$ cat src/rtl/riscv_hwlp_pkg.sv
// Shared definitions for the hardware-loop register file: write-enable bit
// positions, loop count and the address/counter word type.
package riscv_hwlp_pkg;

    localparam int HWLP_WE_START = 0;
    localparam int HWLP_WE_END   = 1;
    localparam int HWLP_WE_CNT   = 2;

    localparam int HWLP_N_REGS   = 2;

    typedef logic [31:0] hwlp_word_t;

    // Counter decrement that sticks at zero instead of wrapping to all-ones.
    function automatic hwlp_word_t hwlp_sat_dec(input hwlp_word_t value);
        hwlp_word_t result;
        if (value == '0) begin
            result = '0;
        end else begin
            result = value - hwlp_word_t'(1);
        end
        return result;
    endfunction

endpackage

$ cat src/rtl/riscv_hwloop_slot.sv
// One hardware loop: start/end/counter registers plus the in-flight decrement
// bit. Write enables arrive already qualified by loop id from the parent.
module riscv_hwloop_slot
    import riscv_hwlp_pkg::*;
(
    input  logic       clk,
    input  logic       rst_n,
    input  logic       start_we_i,
    input  logic       end_we_i,
    input  logic       cnt_we_i,
    input  hwlp_word_t start_data_i,
    input  hwlp_word_t end_data_i,
    input  hwlp_word_t cnt_data_i,
    input  logic       dec_req_i,
    input  logic       fetch_advance_i,
    input  logic       id_valid_i,
    input  logic       flush_i,
    output hwlp_word_t start_addr_o,
    output hwlp_word_t end_addr_o,
    output hwlp_word_t counter_o,
    output logic       pending_o
);

    hwlp_word_t start_q, start_d;
    hwlp_word_t end_q, end_d;
    hwlp_word_t counter_q, counter_d;
    logic       pending_q, pending_d;

    // Next-state for registers and the in-flight tracker. The pending request
    // retires when the end-of-loop instruction leaves ID; a new request may
    // enter in that same cycle (back-to-back handoff).
    always_comb begin
        start_d   = start_q;
        end_d     = end_q;
        counter_d = counter_q;
        pending_d = pending_q;

        if (start_we_i) begin
            start_d = start_data_i;
        end
        if (end_we_i) begin
            end_d = end_data_i;
        end

        // A counter write overrides a decrement due in the same cycle.
        if (cnt_we_i) begin
            counter_d = cnt_data_i;
        end else if (id_valid_i && pending_q && !flush_i) begin
            counter_d = hwlp_sat_dec(counter_q);
        end

        if (flush_i) begin
            pending_d = 1'b0;
        end else if (id_valid_i && pending_q) begin
            pending_d = dec_req_i & fetch_advance_i;
        end else if (fetch_advance_i) begin
            pending_d = dec_req_i;
        end
    end

    // State registers; reset clears everything including any in-flight request.
    always_ff @(posedge clk or negedge rst_n) begin
        if (!rst_n) begin
            start_q   <= '0;
            end_q     <= '0;
            counter_q <= '0;
            pending_q <= 1'b0;
        end else begin
            start_q   <= start_d;
            end_q     <= end_d;
            counter_q <= counter_d;
            pending_q <= pending_d;
        end
    end

    assign start_addr_o = start_q;
    assign end_addr_o   = end_q;
    assign counter_o    = counter_q;
    assign pending_o    = pending_q;

endmodule

$ cat src/rtl/riscv_hwloop_regs_tracker.sv
// Register file and decrement tracker for the two hardware loops. Decodes the
// loop id into per-slot write enables and fans the pipeline controls out to
// each slot. All outputs come straight from registers.
module riscv_hwloop_regs_tracker
    import riscv_hwlp_pkg::*;
#(
    parameter int N_REGS    = HWLP_N_REGS,
    parameter int CNT_WIDTH = 32
) (
    input  logic                 clk,
    input  logic                 rst_n,
    input  logic [CNT_WIDTH-1:0] hwlp_start_data_i,
    input  logic [CNT_WIDTH-1:0] hwlp_end_data_i,
    input  logic [CNT_WIDTH-1:0] hwlp_cnt_data_i,
    input  logic [2:0]           hwlp_we_i,
    input  logic                 hwlp_regid_i,
    input  logic [N_REGS-1:0]    hwlp_dec_cnt_i,
    input  logic                 fetch_advance_i,
    input  logic                 id_valid_i,
    input  logic                 flush_i,
    output logic [CNT_WIDTH-1:0] hwlp_start_addr_0_o,
    output logic [CNT_WIDTH-1:0] hwlp_end_addr_0_o,
    output logic [CNT_WIDTH-1:0] hwlp_counter_0_o,
    output logic [CNT_WIDTH-1:0] hwlp_start_addr_1_o,
    output logic [CNT_WIDTH-1:0] hwlp_end_addr_1_o,
    output logic [CNT_WIDTH-1:0] hwlp_counter_1_o,
    output logic [N_REGS-1:0]    hwlp_dec_cnt_id_o
);

    hwlp_word_t start_addr [N_REGS];
    hwlp_word_t end_addr   [N_REGS];
    hwlp_word_t counter    [N_REGS];

    for (genvar g = 0; g < N_REGS; g++) begin : g_slot
        logic sel;
        assign sel = (hwlp_regid_i == 1'(g));

        riscv_hwloop_slot u_slot (
            .clk             (clk),
            .rst_n           (rst_n),
            .start_we_i      (hwlp_we_i[HWLP_WE_START] && sel),
            .end_we_i        (hwlp_we_i[HWLP_WE_END]   && sel),
            .cnt_we_i        (hwlp_we_i[HWLP_WE_CNT]   && sel),
            .start_data_i    (hwlp_start_data_i),
            .end_data_i      (hwlp_end_data_i),
            .cnt_data_i      (hwlp_cnt_data_i),
            .dec_req_i       (hwlp_dec_cnt_i[g]),
            .fetch_advance_i (fetch_advance_i),
            .id_valid_i      (id_valid_i),
            .flush_i         (flush_i),
            .start_addr_o    (start_addr[g]),
            .end_addr_o      (end_addr[g]),
            .counter_o       (counter[g]),
            .pending_o       (hwlp_dec_cnt_id_o[g])
        );
    end

    assign hwlp_start_addr_0_o = start_addr[0];
    assign hwlp_end_addr_0_o   = end_addr[0];
    assign hwlp_counter_0_o    = counter[0];
    assign hwlp_start_addr_1_o = start_addr[1];
    assign hwlp_end_addr_1_o   = end_addr[1];
    assign hwlp_counter_1_o    = counter[1];

endmodule
$ cat config.mk
export PLATFORM = sky130hd
export DESIGN_NAME = riscv_hwloop_regs_tracker
export DESIGN_NICKNAME = d
export VERILOG_FILES = /design/src/rtl/riscv_hwlp_pkg.sv /design/src/rtl/riscv_hwloop_slot.sv /design/src/rtl/riscv_hwloop_regs_tracker.sv
export SDC_FILE = /design/constraint.sdc
export NUM_CORES = 1
export LEC_CHECK = 0
export BUFFER_PORTS_ARGS = -buffer_cell sky130_fd_sc_hd__buf_2
export CAP_MARGIN = 20
export CORE_MARGIN = 2
export CORE_UTILIZATION = 55
export DETAILED_ROUTE_END_ITERATION = 12
export MAX_ROUTING_LAYER = met4
export PLACE_DENSITY = 0.86
export SKIP_LAST_GASP = 1
export SLEW_MARGIN = 10
export SYNTH_ARGS = -nofsm -noshare
export SYNTH_HDL_FRONTEND = slang
export SYNTH_HIERARCHICAL = 1
export SYNTH_SLANG_ARGS = --single-unit
$ cat constraint.sdc
create_clock -name clk -period 4.5 [get_ports clk]
set_clock_uncertainty 0.05 [all_clocks]
set_input_delay 0.9 -clock clk [delete_from_list [all_inputs] [get_ports clk]]
set_output_delay 0.9 -clock clk [all_outputs]
set_load 0.02 [all_outputs]
Word level (Yosys, flattened, before mapping)
Cells that the tools add are included.
{ "totals": {"register_bits": 194, "latchBits": 0, "ramBits": 0, "mem_bits_ro": 0, "out_inout_bits": 194, "word_cells": 42, "mem_count": 0} }
{ "op_classes": {"add_sub_neg": 2, "n_mul": 0, "div": 0, "n_lt_le_gt_ge": 0, "eq_ne": 0, "n_shift": 0, "muxes": 12, "n_bitwise": 3, "reduce_logical": 17} }
{ "ops": {"columns": ["op", "count"], "rows": [
  ["$mux 32", 6],
  ["$logic_not 32->1", 2],
  ["$sub 32x1->32 const B", 2],
  ["$logic_and 1x1->1", 10],
  ["$mux 1", 6],
  ["$reduce_bool 3->1", 2],
  ["$reduce_bool 2->1", 2],
  ["$and 1x1->1", 2],
  ["$logic_not 1->1", 1],
  ["$not 1->1", 1]
]} }

Depth between registers and ports, before layout
{ "depth": {"word_depth": 4, "depth_mapped": 9, "depth_no_buf": 7} }

By module
The synthesis kept the hierarchy.
{ "by_module_without_submodules": {"columns": ["mod", "instances", "cells_each", "area_each_um2"], "rows": [
  ["riscv_hwloop_slot at g_slot[0].u_slot", 1, 370, 4446.8],
  ["riscv_hwloop_slot at g_slot[1].u_slot", 1, 370, 4403.0],
  ["riscv_hwloop_regs_tracker", 1, 6, 37.5]
]} }

Worst setup path after synthesis
No wires, ideal clock.
{ "synth_path": {"path_kind": "flip-flop to flip-flop", "startpoint": "register g_slot[1].u_slot.counter_q[22]", "endpoint": "register g_slot[1].u_slot.counter_q[31]", "setup_ns": 0.126, "t_arrival_ns": 2.362, "t_required_ns": 4.324, "path_slack_ns": 1.962, "path_stages_with_launch": 8, "synth_period_minus_slack_ns": 2.538, "cell_sequence": "dfrtp_1 > or3_4 > or3_1 > buf_2 > or3_1 > buf_2 > o311a_1 > a221o_1"} }
{ "synth_via": {"elab_chain_len": 4, "elab_cells_between_ends": 5, "cone_classes": "1 x add/sub; 3 x mux; 1 x reduce/logical"} }
{ "synth_rtl": {"columns": ["element", "line", "text"], "rows": [
  ["start: declaration", "riscv_hwloop_slot.sv:26", "hwlp_word_t counter_q, counter_d;"],
  ["start signal: assignment", "riscv_hwloop_slot.sv:71", "counter_q <= counter_d;"],
  ["$sub 32x1->32 / $logic_not 32->1 (equally long branches)", "riscv_hwlp_pkg.sv:19, riscv_hwlp_pkg.sv:16", null],
  ["$mux 32 (*)", "riscv_hwlp_pkg.sv:16", "if (value == '0) begin"],
  ["$mux 32 (*)", "riscv_hwloop_slot.sv:48", "end else if (id_valid_i && pending_q && !flush_i) begin"],
  ["$mux 32 (*)", "riscv_hwloop_slot.sv:46", "if (cnt_we_i) begin"]
]} }
Mark *: on every way between the ends. The rest lies on a longest branch, timed or not. The select of a mux whose other input is x is not followed.
A chain may end at the register's enable or synchronous reset.

Worst setup path in the final report
{ "layout_path": {"startpoint": "register g_slot[1].u_slot.counter_q[22]", "endpoint": "register g_slot[1].u_slot.counter_q[12]"} }
{ "layout_via": {"elab_chain_len": 4} }
{ "layout_rtl": {"columns": ["element", "line"], "rows": [
  ["$logic_not 32->1", "riscv_hwlp_pkg.sv:16"],
  ["$mux 32", "riscv_hwlp_pkg.sv:16"],
  ["$mux 32", "riscv_hwloop_slot.sv:48"],
  ["$mux 32", "riscv_hwloop_slot.sv:46"]
]} }
Every way passes these cells. The select of a mux whose other input is x is not followed.

==> metrics <==
status finished clean; Max Freq approximately 0.32 GHz; Slew Limit Fails 0; Final setup viols 0; sequential fraction of the synthesis area 54.62%; final setup TNS 0 ps; largest net degree at the start of global routing 104; fin area roughly 11,000 µm²; GRT overflow 0; Adder-Cell Fraction of Synth Area less than 1%; setup bufs post-CTS 0; Clock Pin Slew Worst Setup and Hold Paths roughly 80 ps; Num CTS Buffers 17; Skew-Pair Late Insertion Delay 430 ps; Sw Ratio 34.40%; Post-synth top flop dfrtp_1; Async SR Flop Fraction 100.0%; Slew @ Worst Pin roughly 1100 ps; Die Width around 130 µm; synth unique cells 59; ant diodes 0; cell taking the most area after synthesis dfrtp_1; share of cells above drive strength 1 46.94%; Worst EP required between 4000 and 5000 ps; register area 4855 µm²; Placed Area 10,580 µm²; cts hold-fix bufs 0; gp weighted congestion between 0.9 and 1; post_cts resized 0; antenna violations before repair 0; clock sinks approximately 190; Peak supply drop 0.0002801 V; complex-gate fraction of the synthesized area under 10%; starting density of the core between 50 and 60%; wire length per cell roughly 21 µm; switching pwr 1.674 mW; Mapped Avg Cell Area roughly 12 µm²; Rel. slew slack roughly a quarter; largest family of logic cells by synthesized area multiplexers; standard-cell row count 46; synthesized area 8887 µm²; I/O pin count between 300 and 400; Post-Syn Instances roughly 750; DRT iter0 DRCs between 600 and 700; Yosys warning count 6; P_leak 4.938 nW; crit start category flip-flop; die height 131.1 µm; vias in the first global route 7,472; dpl hpwl between 15,000 and 20,000 µm; CTS tree built; crit path DAT roughly 3400 ps; RSZ-0062 raised after global routing false; area share of the largest cell type after synthesis a little over half; CP Capture Type flip-flop; area of the multi-input gates about 3800 µm²; Flop pwr share roughly 45%; combinational cell fraction of total power between 20% and 30%; CORE AREA approximately 16,000 µm²; DRT Pass-1 Iters 6; Clock power frac a little under a third; post-synth net total 855; Crit Path Class reg -> reg; Pint between 3 and 4 mW; Synth Area in XOR/XNOR under 10%; # fillers 1,110; EDFF count, synth 0; Clock Path Buffers 2; DIE AREA roughly 17,000 µm²; port bufs 300; worst-path maximum fanout 11; flops & latches, synth a little under 200; Area growth syn-to-layout 25.47%; synth cell count leaders dfrtp_1, mux2_2, nand2_1, nor2_1; Worst Hold Class reg -> reg; Routed Antenna Nets 0; # nets final approximately 1,100; most common cell in the synthesized netlist dfrtp_1; Synth area leaders dfrtp_1, mux2_2, xnor2_1; Via density between 5 and 6; H-tree level count 4; post-layout minimum cycle time approximately 3100 ps; Residual DRC 0; area share of and/or/nand/nor cells after synthesis between 10% and 20%; final worst-path cycle share 69.99%; CTS root buf clkbuf_16; gr usage total about a third; mux contribution to synthesized area about 16%; first-pass GRT wire length between 40,000 and 50,000 µm; Final Hold Viols 0; Max-cap violations 0; total detailed-routing wirelength roughly 27,000 µm; via count 7,480; Power per Cell Area 436.5 nW/µm²
==> sequential cells by signal, indices dropped and copies added (netlist names) <==
name	cells
g_slot.u_slot/counter_o	64
g_slot.u_slot/end_addr_o	64
g_slot.u_slot/start_addr_o	64
g_slot.u_slot/pending_o	2
==> power by group through the flow <==
stage,clock [mW],combinational [mW],sequential (mW)
finish,1.47,1.19,2.21
global route,1.56,1.26,2.24
CTS,1.49,1.19,2.20
detailed placement,0,1.18,2.23
global placement,0,1.16,2.21
floorplan,0,0.390,2.51
==> critical path: stages, from the launching register on <==
cell	delay, ps
dfrtp_1	420
or3_4	400
or3_1	450
or3_1	510
o21ai_0	910
o21ai_0	230
==> layout make-up <==
class | count | share of cell area, %
multi-input cells | 504 | 34.40
inverters | 7 | 0.2356
clock inverters | 15 | 1.324
flip-flops and latches | 194 | 43.54
well taps | 216 | 2.424
clock buffers | 17 | 3.815
repair buffers | 309 | 14.26
==> metrics by stage <==
stage               instances  hold slack (ps)  power, mW  util, %  worst slack [ps]
floorplan                 746            554.4      2.900        -              1962
global placement         1229            433.0      3.370    66.78              1297
detailed placement       1230            439.4      3.414    66.83              1215
CTS                      1262            456.1      4.881    70.45              1448
global route             1262            460.9      5.060    70.45              1211
finish                   1262            452.7      4.867    70.45              1350
==> layer usage <==
layer	vias up	track usage, %	wire length, µm
met1	3640	38.41	10380
met3	103	6.829	2048
li1	3311	-	-
met4	0	15.10	1350
met5	-	-	0
met2	426	50.96	12730
==> layout by cell type (no fill, tap or decap), types with 4 or more instances in the layout <==
cell type / instances
a211oi_1: 7
a21oi_1: 7
a22oi_1: 6
buf_2: 299
buf_4: 8
clkbuf_16: 17
dfrtp_1: 194
inv_1: 6
inv_6: 6
mux2_2: 128
nand2_1: 51
nand2b_1: 10
nand3_1: 14
nand4_1: 8
nor2_1: 41
nor3_1: 28
nor4_1: 19
o211a_1: 9
o211ai_1: 13
o21ai_0: 29
o21ai_1: 4
o31ai_1: 6
or2_2: 4
or3_1: 16
or4_1: 9
xnor2_1: 29
xor2_1: 11
==> kinds of logic (layout without fill, tap and decap cells) <==
kind of cell / count (synthesis) / count (layout)
compound gates: 100 / 100
simple gates: 234 / 234
xor+xnor: 40 / 40
buf+inv: 48 / 348
flops: 194 / 194
fa+ha+maj: 2 / 2
mux: 128 / 128
==> path summary, 6_finish.rpt <==
check	start	endpoint	slack, ps	cells past startpoint
min reg2reg	g_slot[0].u_slot/end_addr_o[30]	g_slot[0].u_slot/end_addr_o[30]	450	1
min	g_slot[0].u_slot/end_addr_o[30]	g_slot[0].u_slot/end_addr_o[30]	450	1
max in group asynchronous	rst_n	g_slot[1].u_slot/counter_o[27]	2920	2
max reg2reg	g_slot[1].u_slot/counter_o[22]	g_slot[1].u_slot/counter_o[12]	1350	5
max	g_slot[1].u_slot/counter_o[22]	g_slot[1].u_slot/counter_o[12]	1350	5
min in group asynchronous	rst_n	g_slot[0].u_slot/start_addr_o[15]	500	1
Note: power is estimated with default switching activity, not from simulation.
